`src/rtl/int_ctrl_pkg.sv`:
```
// Shared definitions for the programmable interrupt controller:
// register offsets, cause codes, claim sentinel and FSM encoding.
package int_ctrl_pkg;

    localparam logic [1:0] REG_PENDING = 2'd0;
    localparam logic [1:0] REG_MASK    = 2'd1;
    localparam logic [1:0] REG_EDGE    = 2'd2;
    localparam logic [1:0] REG_CLAIM   = 2'd3;

    localparam logic [2:0] CAUSE_RAM      = 3'd0;
    localparam logic [2:0] CAUSE_DISK     = 3'd1;
    localparam logic [2:0] CAUSE_VRAM     = 3'd2;
    localparam logic [2:0] CAUSE_KEYBOARD = 3'd3;
    localparam logic [2:0] CAUSE_COUNTER  = 3'd4;
    localparam logic [2:0] CAUSE_SWITCH   = 3'd5;

    localparam logic [31:0] CLAIM_NONE = 32'hFFFF_FFFF;

    typedef enum logic [1:0] {
        StIdle,
        StAssert,
        StService
    } state_e;

endpackage

```
`src/rtl/int_sync_edge.sv`:
```
// Two-flop synchroniser for one interrupt source plus a previous-value
// register, giving the synced level and a one-cycle rising-edge pulse.
module int_sync_edge (
    input  logic clk_i,
    input  logic rst_i,
    input  logic src_i,
    output logic level_o,
    output logic rise_o
);

    logic meta_q;
    logic sync_q;
    logic prev_q;

    always_ff @(posedge clk_i or posedge rst_i) begin
        if (rst_i) begin
            meta_q <= 1'b0;
            sync_q <= 1'b0;
            prev_q <= 1'b0;
        end else begin
            meta_q <= src_i;
            sync_q <= meta_q;
            prev_q <= sync_q;
        end
    end

    assign level_o = sync_q;
    assign rise_o  = sync_q & ~prev_q;

endmodule

```
`src/rtl/int_ctrl.sv`:
```
// Programmable interrupt controller: per-source sync and edge/level capture,
// masking, fixed lowest-index priority and claim/EOI sequencing on Wishbone.
module int_ctrl
    import int_ctrl_pkg::*;
#(
    parameter int unsigned        N_SRC    = 6,
    parameter logic [N_SRC-1:0]   MASK_RST = {N_SRC{1'b1}},
    parameter logic [N_SRC-1:0]   EDGE_RST = {N_SRC{1'b1}}
) (
    input  logic             clk,
    input  logic             rst,
    input  logic [N_SRC-1:0] src_int,
    input  logic             STB,
    input  logic             WE,
    input  logic [31:0]      ADDR,
    input  logic [31:0]      DAT_I,
    output logic [31:0]      DAT_O,
    output logic             ACK,
    output logic             INT,
    output logic [31:0]      CAUSE
);

    localparam int unsigned IdxW = (N_SRC > 1) ? $clog2(N_SRC) : 1;

    logic [N_SRC-1:0] src_level;
    logic [N_SRC-1:0] src_rise;

    for (genvar g = 0; g < N_SRC; g++) begin : gen_sync
        int_sync_edge u_sync (
            .clk_i   (clk),
            .rst_i   (rst),
            .src_i   (src_int[g]),
            .level_o (src_level[g]),
            .rise_o  (src_rise[g])
        );
    end

    logic [N_SRC-1:0] pending_q, pending_d;
    logic [N_SRC-1:0] mask_q, mask_d;
    logic [N_SRC-1:0] edge_q, edge_d;
    logic [N_SRC-1:0] pending;
    logic [N_SRC-1:0] clr;

    state_e           state_q, state_d;
    logic [IdxW-1:0]  cause_q, cause_d;
    logic [IdxW-1:0]  svc_q, svc_d;
    logic [IdxW-1:0]  cause_out;
    logic             int_out;

    logic             ack_q;
    logic [31:0]      dat_q, dat_d;
    logic [31:0]      rdata;

    logic             win_valid;
    logic [IdxW-1:0]  win_idx;
    logic [31:0]      win_word;
    logic [31:0]      cause_word;

    logic             access;
    logic             wr;
    logic             rd;
    logic [1:0]       reg_sel;
    logic             claim_ok;
    logic             claim_hit;
    logic             eoi;

    // Edge-mode bits are latched; level-mode bits follow the synced input.
    assign pending = (pending_q & edge_q) | (src_level & ~edge_q);

    // Scan downwards so the lowest index is the last one written.
    always_comb begin
        win_valid = 1'b0;
        win_idx   = '0;
        for (int i = N_SRC - 1; i >= 0; i--) begin
            if (pending[i] && mask_q[i]) begin
                win_valid = 1'b1;
                win_idx   = IdxW'(i);
            end
        end
    end

    always_comb begin
        win_word   = '0;
        win_word[IdxW-1:0] = win_idx;
        cause_word = '0;
        cause_word[IdxW-1:0] = cause_out;
    end

    // Side effects fire only on the cycle ACK goes 0 -> 1.
    assign access    = STB & ~ack_q;
    assign wr        = access & WE;
    assign rd        = access & ~WE;
    assign reg_sel   = ADDR[3:2];
    assign claim_ok  = (state_q == StAssert) && win_valid;
    assign claim_hit = rd && (reg_sel == REG_CLAIM) && claim_ok;
    assign eoi       = wr && (reg_sel == REG_CLAIM) && (state_q == StService);

    always_comb begin
        mask_d = mask_q;
        edge_d = edge_q;
        clr    = '0;
        if (wr) begin
            case (reg_sel)
                REG_PENDING: clr    = DAT_I[N_SRC-1:0];
                REG_MASK:    mask_d = DAT_I[N_SRC-1:0];
                REG_EDGE:    edge_d = DAT_I[N_SRC-1:0];
                default:     ;
            endcase
        end
        if (claim_hit) begin
            clr[win_idx] = 1'b1;
        end
        // A fresh edge wins over any clear in the same cycle.
        pending_d = ((pending_q & ~clr & ~(edge_q ^ edge_d)) | src_rise) & edge_d;
    end

    always_comb begin
        rdata = '0;
        case (reg_sel)
            REG_PENDING: rdata[N_SRC-1:0] = pending;
            REG_MASK:    rdata[N_SRC-1:0] = mask_q;
            REG_EDGE:    rdata[N_SRC-1:0] = edge_q;
            default:     rdata = claim_ok ? win_word : CLAIM_NONE;
        endcase
    end

    always_comb begin
        dat_d = dat_q;
        if (access) begin
            dat_d = WE ? '0 : rdata;
        end
    end

    always_comb begin
        state_d   = state_q;
        cause_d   = cause_q;
        svc_d     = svc_q;
        int_out   = 1'b0;
        cause_out = '0;
        unique case (state_q)
            StIdle: begin
                if (win_valid) begin
                    state_d = StAssert;
                    cause_d = win_idx;
                end
            end
            StAssert: begin
                int_out   = 1'b1;
                cause_out = win_valid ? win_idx : cause_q;
                if (claim_hit) begin
                    state_d = StService;
                    svc_d   = win_idx;
                end else if (!win_valid) begin
                    state_d = StIdle;
                end else begin
                    cause_d = win_idx;
                end
            end
            StService: begin
                cause_out = svc_q;
                if (eoi) begin
                    state_d = StIdle;
                end
            end
            default: state_d = StIdle;
        endcase
    end

    always_ff @(posedge clk or posedge rst) begin
        if (rst) begin
            pending_q <= '0;
            mask_q    <= MASK_RST;
            edge_q    <= EDGE_RST;
            state_q   <= StIdle;
            cause_q   <= '0;
            svc_q     <= '0;
            ack_q     <= 1'b0;
            dat_q     <= '0;
        end else begin
            pending_q <= pending_d;
            mask_q    <= mask_d;
            edge_q    <= edge_d;
            state_q   <= state_d;
            cause_q   <= cause_d;
            svc_q     <= svc_d;
            ack_q     <= STB;
            dat_q     <= dat_d;
        end
    end

    assign ACK   = ack_q;
    assign DAT_O = dat_q;
    assign INT   = int_out;
    assign CAUSE = cause_word;

    logic unused_bits;
    assign unused_bits = ^{ADDR[31:4], ADDR[1:0], DAT_I[31:N_SRC]};

endmodule

```
`config.mk`:
```
export PLATFORM = sky130hd
export DESIGN_NAME = int_ctrl
export DESIGN_NICKNAME = d
export VERILOG_FILES = /design/src/rtl/int_ctrl_pkg.sv /design/src/rtl/int_sync_edge.sv /design/src/rtl/int_ctrl.sv
export SDC_FILE = /design/constraint.sdc
export NUM_CORES = 1
export LEC_CHECK = 0
export BUFFER_PORTS_ARGS = -buffer_cell sky130_fd_sc_hd__buf_4
export CORE_UTILIZATION = 40
export CTS_CLUSTER_SIZE = 12
export DETAILED_ROUTE_END_ITERATION = 10
export PLACE_DENSITY = 0.71
export SETUP_SLACK_MARGIN = 0.15
export SKIP_LAST_GASP = 1
export SYNTH_ARGS = -nofsm -noshare
export SYNTH_HDL_FRONTEND = slang
export SYNTH_SLANG_ARGS = --single-unit
```
`constraint.sdc`:
```
create_clock -name clk -period 2.8 [get_ports clk]
set_input_delay 0.56 -clock clk [delete_from_list [all_inputs] [get_ports clk]]
set_output_delay 0.56 -clock clk [all_outputs]
set_load 0.01 [all_outputs]
```
==> results.cfg, run 1 <==
[status]
status = finished, final reports clean

[global_route]
grt_pass1_vias = 1995
grt.overflow.total = 0
grt_use_total = 0.167
grt_max_degree = 52
grt_pass1_wl_mm = 9.65
antenna_found_initial = 0

[synthesis]
synth_area_leaders = dfrtp_1 (34%), buf_4 (14%), dfstp_2 (11%), mux2_2 (3.9%), a21oi_1 (3.4%)
synth_most_common_cell = buf_4
synthCells = 294
synth_warnings = 0
synth_edf_count = 0
yosys.area_share.adder = 0.0129
synth_top_cells_by_count = buf_4 (54), dfrtp_1 (40), nand2_1 (24)
synth_top_area_cell = dfrtp_1
ys_async_sr_fraction = 1.00
synth-xor-area-share = 0.0120
synth_top_area_frac = 0.343
synthMuxAreaShare = 0.0665
synth-compound-area-share = 0.166
synth-main-ff-cell = dfrtp_1
synth_seq_cells = 52
syn_avg_cell_area_um2 = 9.92
synth-simple-area-share = 0.126
synth_cell_type_count = 53
synth_area_mm2 = 0.00292
synth_seq_area_share = 0.451
synth_top_family_by_area = compound AO/OA/AOI/OAI gates

[clock_network]
clkLatencyLatePin_ps = 310
clock_path_buffers = 2
cts_root_buf = clkbuf_8
cts_sinks = 52
h-tree-depth = 2
cts_tree = done
cts_buffers = 5
clk_pin_slew_ps = 100

[drt]
wl_met2_mm = 2.84
postRouteAntennaNets = 0
drt_wl_total_mm = 6.07
top_layer = met4
wl_met3_um = 406
met1_length_mm = 2.68
drcViolationCount = 0
drt-pass1-iter-count = 5
wire_per_inst_um = 13.7
vias = 2253
vias_per_cell = 5.07
drt_iter0_markers = 126

[pwr]
vdd_drop_max_uv = 336
power_mw = 2.50
powerDensity_mw_per_mm2 = 717
leakage_nw = 1.62

[sta]
period_minus_slack_ps = 2670
skew_ps = 9.41
fin_hold_ws_ps = 93.1
report.final.slew_viol_count = 0
tightestPinTransition_ps = 692
hold_viol_final = 0
setup_viol_count_final = 0
finalCritPeriodShare = 0.952
fmax_ghz = 0.375
fin_setup_tns_ps = 0
slew_headroom = 0.538
rsz0062_at_grt = true

[worst_setup_path]
cp.arrival_ps = 2110
startpoint = edge_q[1]
critPathMaxStageDelay_ps = 550
end_kind = primary output
cp_max_fo = 4
worstSetupStartpointType = register
reg2reg_from = edge_q[1]
cp.required_ps = 2240
criticalPathCategory = reg -> out
slowest_stage = dfstp_2
path_cells = mux2_4, a22o_4, nor3_4, a21oi_2, o21ai_1, buf_4

[placed_design]
gp_congestion = 0.811
place_area_mm2 = 0.00318
dp_hpwl_mm = 4.11
port-buffer-count = 54

[min_path]
holdCritPathClass = in -> async

[finish]
fin_util = 0.504
drive_above_1_share = 0.365
final_area_mm2 = 0.00348
num-fill-cells = 645
num_antenna_cells = 0
area_delta_synth_final_pct = 19.3
layout.nets = 424

[flow_run]
drv_cap = 0

[die]
fp-row-count = 30
die_h_um = 87.4
initial_core_util = 0.422
die_area_mm2 = 0.00764
die_w_um = 87.4
coreArea_mm2 = 0.00691
top_level_ports = 140
-- per-stage QoR --
stage | setup slack [ps] | cells
2_1_floorplan | 422 | 322
3_3_place_gp | 307 | 420
3_5_place_dp | 298 | 420
4_1_cts | 151 | 441
5_1_grt | 73.4 | 444
6_report | 133 | 444
-- worst paths after layout --
check / to / slack (ps) / cells after the start
min in group clk: gen_sync[3].u_sync.meta_q / 350 / 1
worst max-delay path: CAUSE[1] / 130 / 6
worst max register to register: cause_q[0] / 190 / 14
max in group asynchronous: mask_q[1] / 2220 / 3
worst min register to register: gen_sync[5].u_sync.level_o / 350 / 0
worst min-delay path: gen_sync[0].u_sync.meta_q / 90 / 2
-- power breakdown --
part	switching (mW)	internal, mW
clock	0.261	0.178
combinational	0.505	0.514
sequential	0.122	0.916
-- per-layer routing --
layer / vias up / track usage
li1: 1063 / -
met3: 16 / 0.0332
met5: - / 0
met4: 0 / 0.0790
met1: 1055 / 0.213
met2: 119 / 0.271
-- flip-flops by register name, summed over array words and instances (netlist names), 3 cells and up --
register and count:
gen_sync.u_sync.level_o 6, svc_q 3, DAT_O 7, cause_q 3
gen_sync.u_sync.prev_q 6, gen_sync.u_sync.meta_q 6, edge_q 6, mask_q 6
pending_q 6
-- cell families (layout without fill, tap and decap cells) --
group / after synthesis / after routing
mux: 17 / 17
fa+ha+maj: 3 / 3
flops: 52 / 52
compound gates: 71 / 71
other cells: 1 / 29
simple gates: 74 / 74
xor+xnor: 4 / 4
buf+inv: 72 / 98
-- critical path: cells and delay by family (launching register included) --
family	cells	cell delay [ps]
AND/OR/NAND/NOR	1	280
AO/OA/AOI/OAI	3	510
multiplexers	1	330
flip-flops	1	550
buffers and inverters	1	130
-- placed cells by master, fill, tap and decap left out, types with 3 or more instances in the layout --
cell type,instances
dfrtp_1,40
o22ai_1,3
a22o_1,4
a211oi_1,4
clkbuf_8,5
buf_6,9
a32o_1,3
nor2_1,15
nor3b_1,4
xor2_1,4
a21oi_1,18
nand3_1,8
nand2b_1,3
o21ai_1,3
o21ai_0,11
mux2_2,10
dfstp_2,12
conb_1,29
ha_1,3
a31oi_1,4
inv_1,11
nand2_1,24
and2_1,3
buf_4,68
-- layout make-up --
cell class | count | area (um^2) | area share
Timing Repair Buffer | 78 | 632 | 0.182
Clock buffer | 5 | 68.8 | 0.0198
Inverter | 12 | 45.0 | 0.0129
Sequential cell | 52 | 1320 | 0.378
Clock inverter | 3 | 21.3 | 0.00611
Tap cell | 96 | 120 | 0.0345
Multi-Input combinational cell | 198 | 1280 | 0.367
-- timing repair --
item / CTS / global route
buffers inserted: 13 / 3
cloned: 0 / 0
pin swaps: 1 / 7
gates resized for setup: 5 / 17
hold buffers: 0 / 0
setup endpoints to repair: 3 / 5
Note: power is estimated with default switching activity, not from simulation.
==> run 2, diff against run 1 <==
- CTS_BUF_LIST: not set -> sky130_fd_sc_hd__clkbuf_16
- clock period: 2.8 -> 3.37 ns (I/O delays scaled with it)
==> results.cfg, run 2 (same netlist as run 1, synthesis figures left out) <==
[worst_setup_path]
path_cells = mux2_2, o2bb2ai_1, buf_4, nor3_2, a21oi_1, o21ai_0, buf_4
path_delay_family = flip-flops
critPathMaxStageDelay_ps = 560
worstPathBufferInverterCount = 2
cp_max_fo = 7
cp.arrival_ps = 2360
cp.required_ps = 2700
r2r_slack_ps = 1090
criticalPathCategory = reg -> out
crit_top_cell = buf_4
worstSetupStartpointType = register
end_kind = primary output
reg2reg_to = svc_q[0]
reg2regPathDepth = 6
reg2reg_from = edge_q[5]
slowest_stage = dfstp_2

[global_route]
grtUsageMet2 = 0.257
antenna_found_initial = 0
grt_use_total = 0.155
grt_max_degree = 53
busiest_layer = met2
grt.overflow.total = 0
grt_util_met3 = 0.0303
grt_pass1_wl_mm = 9.16
grt_pass1_vias = 1881
met1_usage = 0.209

[min_path]
min_to = gen_sync[1].u_sync.level_o
holdCritPathClass = reg -> reg
holdPathStages = 0
hold_path_startpoint = gen_sync[1].u_sync.meta_q

[die]
coreArea_mm2 = 0.00691
die_w_um = 87.4
fp-row-count = 30
die_area_mm2 = 0.00764
die_h_um = 87.4
initial_core_util = 0.422
top_level_ports = 140

[drt]
postRouteAntennaNets = 0
drt_iter0_markers = 169
drt-pass1-iter-count = 5
drt_wl_total_mm = 5.60
vias = 2147
vias_per_cell = 5.08
drcViolationCount = 0
wire_per_inst_um = 13.2

[finish]
area_delta_synth_final_pct = 13.2
final_area_mm2 = 0.00330
largest_reg_flops = 7
fin_util = 0.478
final_cell_mix = buf_4 (57), dfrtp_1 (40), conb_1 (29), nand2_1 (24), a21oi_1 (20)
final_common_cell = buf_4
num_antenna_cells = 0
layout.nets = 403
drive_above_1_share = 0.297

[sta]
period_minus_slack_ps = 3040
finalCritPeriodShare = 0.902
fin_setup_tns_ps = 0
setup_viol_count_final = 0
slew_headroom = 0.299
skew_ps = 9.11
tightestPinTransition_ps = 1050
rsz0062_at_grt = false
report.final.slew_viol_count = 0
hold_viol_final = 0
fmax_ghz = 0.329

[clock_network]
cts_root_buf = clkbuf_16
h-tree-depth = 2
clkLatencyLatePin_ps = 290
cts_hold_buf = 0
ctsResizeCount = 0
cts_buffers = 5
cts_tree = done
cts_sinks = 52
clock_path_buffers = 2
clk_pin_slew_ps = 70
post_cts.repair.setup_buffers = 0

[placed_design]
place_area_mm2 = 0.00313
dp_hpwl_mm = 4.11
gp_congestion = 0.839
port-buffer-count = 54

[flow_run]
drv_cap = 0

[pwr]
vdd_drop_max_uv = 289
leakage_nw = 1.53
powerDensity_mw_per_mm2 = 626

[status]
status = finished, final reports clean
[run 2: area by class of cell]
type | instances | area (um^2)
repair buffers | 57 | 428
fillers | 658 | 3600
flip-flops and latches | 52 | 1320
inverters | 12 | 45.0
well taps | 96 | 120
clock buffers | 5 | 125
multi-input cells | 198 | 1220
clock inverters | 3 | 42.5
[run 2: per-layer routing]
| metal | vias to the layer above | wire length, um |
|---|---|---|
| met5 | - | 0 |
| met4 | 0 | 48 |
| met3 | 4 | 420 |
| met2 | 98 | 2630 |
| met1 | 1026 | 2500 |
| li1 | 1019 | - |
[run 2: power by group]
part           internal, mW  leakage (nW)  switching [mW]  total, mW
combinational         0.293         0.821           0.344      0.637
sequential            0.762         0.622          0.0989      0.861
clock                 0.350        0.0856           0.218      0.569
[run 2: how the worst max path moves through the flow]
stage,start,to,cells after the start
after floorplan,edge_q[1],CAUSE[1],5
after global placement,edge_q[5],CAUSE[1],7
after detailed placement,edge_q[5],CAUSE[1],7
after CTS,edge_q[5],CAUSE[1],7
after global routing,edge_q[4],CAUSE[1],7
final,edge_q[5],CAUSE[1],7
[run 2: metrics by stage]
stage	power (mW)	setup WS [ps]	instances	hold slack, ps
2_1_floorplan	1.35	878	322	331
3_3_place_gp	1.49	670	415	332
3_5_place_dp	1.51	663	415	338
4_1_cts	2.08	332	423	354
5_1_grt	2.20	157	423	356
6_report	2.07	331	423	350
==> run 3, diff against run 2 <==
- CORE_MARGIN: not set -> 3
- SKIP_CTS_REPAIR_TIMING: not set -> 1
==> results.cfg, run 3 (same netlist as run 1, synthesis figures left out) <==
[status]
status = finished, final reports clean

[die]
initial_core_util = 0.420
die_area_mm2 = 0.00835
fp-row-count = 30
top_level_ports = 140
die_w_um = 91.4
die_h_um = 91.4
coreArea_mm2 = 0.00694

[worst_setup_path]
cp_max_fo = 6
criticalPathCategory = reg -> out
startpoint = edge_q[1]
worstSetupStartpointType = register
cp.required_ps = 2700
end_kind = primary output
reg2reg_from = edge_q[5]
cp.arrival_ps = 2380

[pwr]
leakage_nw = 1.53
vdd_drop_max_uv = 244
powerDensity_mw_per_mm2 = 632

[placed_design]
place_ws_ps = 650
place_area_mm2 = 0.00313
port-buffer-count = 54
dp_hpwl_mm = 4.38
gp_congestion = 0.821

[sta]
fin_ws_ps = 314
period_minus_slack_ps = 3060
skew_ps = 5.22
hold_viol_final = 0
fin_setup_tns_ps = 0
report.final.slew_viol_count = 0
slew_headroom = 0.294
setup_viol_count_final = 0
rsz0062_at_grt = false
fmax_ghz = 0.327
finalCritPeriodShare = 0.907
tightestPinTransition_ps = 1060

[global_route]
grt_pass1_vias = 1924
grt_pass1_wl_mm = 9.82
grt.overflow.total = 0
grt_use_total = 0.147
grt_max_degree = 53
antenna_found_initial = 0

[clock_network]
cts_buffers = 5
h-tree-depth = 2
cts_tree = done
clkLatencyLatePin_ps = 290
cts_sinks = 52
clk_pin_slew_ps = 70
cts_root_buf = clkbuf_16
clock_path_buffers = 2

[drt]
postRouteAntennaNets = 0
drcViolationCount = 0
wire_per_inst_um = 13.9
vias = 2112
drt_wl_total_mm = 5.86
drt-pass1-iter-count = 4
drt_iter0_markers = 149
vias_per_cell = 4.99

[min_path]
holdCritPathClass = reg -> reg
hold_path_startpoint = gen_sync[1].u_sync.meta_q

[flow_run]
drv_cap = 0

[finish]
final_common_cell = buf_4
layout.nets = 403
area_delta_synth_final_pct = 13.2
final_area_mm2 = 0.00330
num_antenna_cells = 0
final_cell_mix = buf_4 (57), dfrtp_1 (40), conb_1 (29), nand2_1 (24), a21oi_1 (20)
largest_reg_flops = 7
drive_above_1_share = 0.297
run 3: layout make-up:
type | count | area, um^2
fill | 664 | 3640
tap | 96 | 120
multi-input combinational | 198 | 1220
clock inverter | 3 | 42.5
clock buffer | 5 | 125
sequential | 52 | 1320
timing repair buffer | 57 | 428
inverter | 12 | 45.0
run 3: power by group:
part	total (mW)	switching, mW	internal (mW)
clock	0.580	0.230	0.351
combinational	0.644	0.351	0.293
sequential	0.861	0.0986	0.762
run 3: layer usage:
layer	GRT usage	up-vias	wire length, um
met5	0	-	0
met4	0.0339	0	80
met3	0.0464	8	488
met2	0.227	92	2640
met1	0.200	999	2660
li1	-	1013	-
run 3: worst max-delay path, stage by stage, from the launching register on:
cell     delay (ps)
dfstp_2         570
mux2_4          340
a22o_4          280
nor3_2          370
a21oi_1         150
o21ai_0         220
buf_4           160
run 3: per-stage QoR:
stage / power, mW / hold slack (ps) / std cells / util
after floorplan: 1.35 / 331 / 322 / -
after global placement: 1.49 / 333 / 415 / 0.451
after detailed placement: 1.51 / 335 / 415 / 0.451
after CTS: 2.10 / 351 / 423 / 0.475
after global routing: 2.22 / 357 / 423 / 0.475
final: 2.09 / 348 / 423 / 0.475
run 3: final timing paths:
| kind | depth (start not counted) | slack, ps | end |
|---|---|---|---|
| max reg2reg | 6 | 1060 | svc_q[0] |
| min | 0 | 350 | gen_sync[1].u_sync.level_o |
| min in group asynchronous | 2 | 650 | gen_sync[0].u_sync.meta_q |
| max in group asynchronous | 2 | 2070 | DAT_O[0] |
| max | 6 | 310 | CAUSE[1] |
| min reg2reg | 0 | 350 | gen_sync[1].u_sync.level_o |
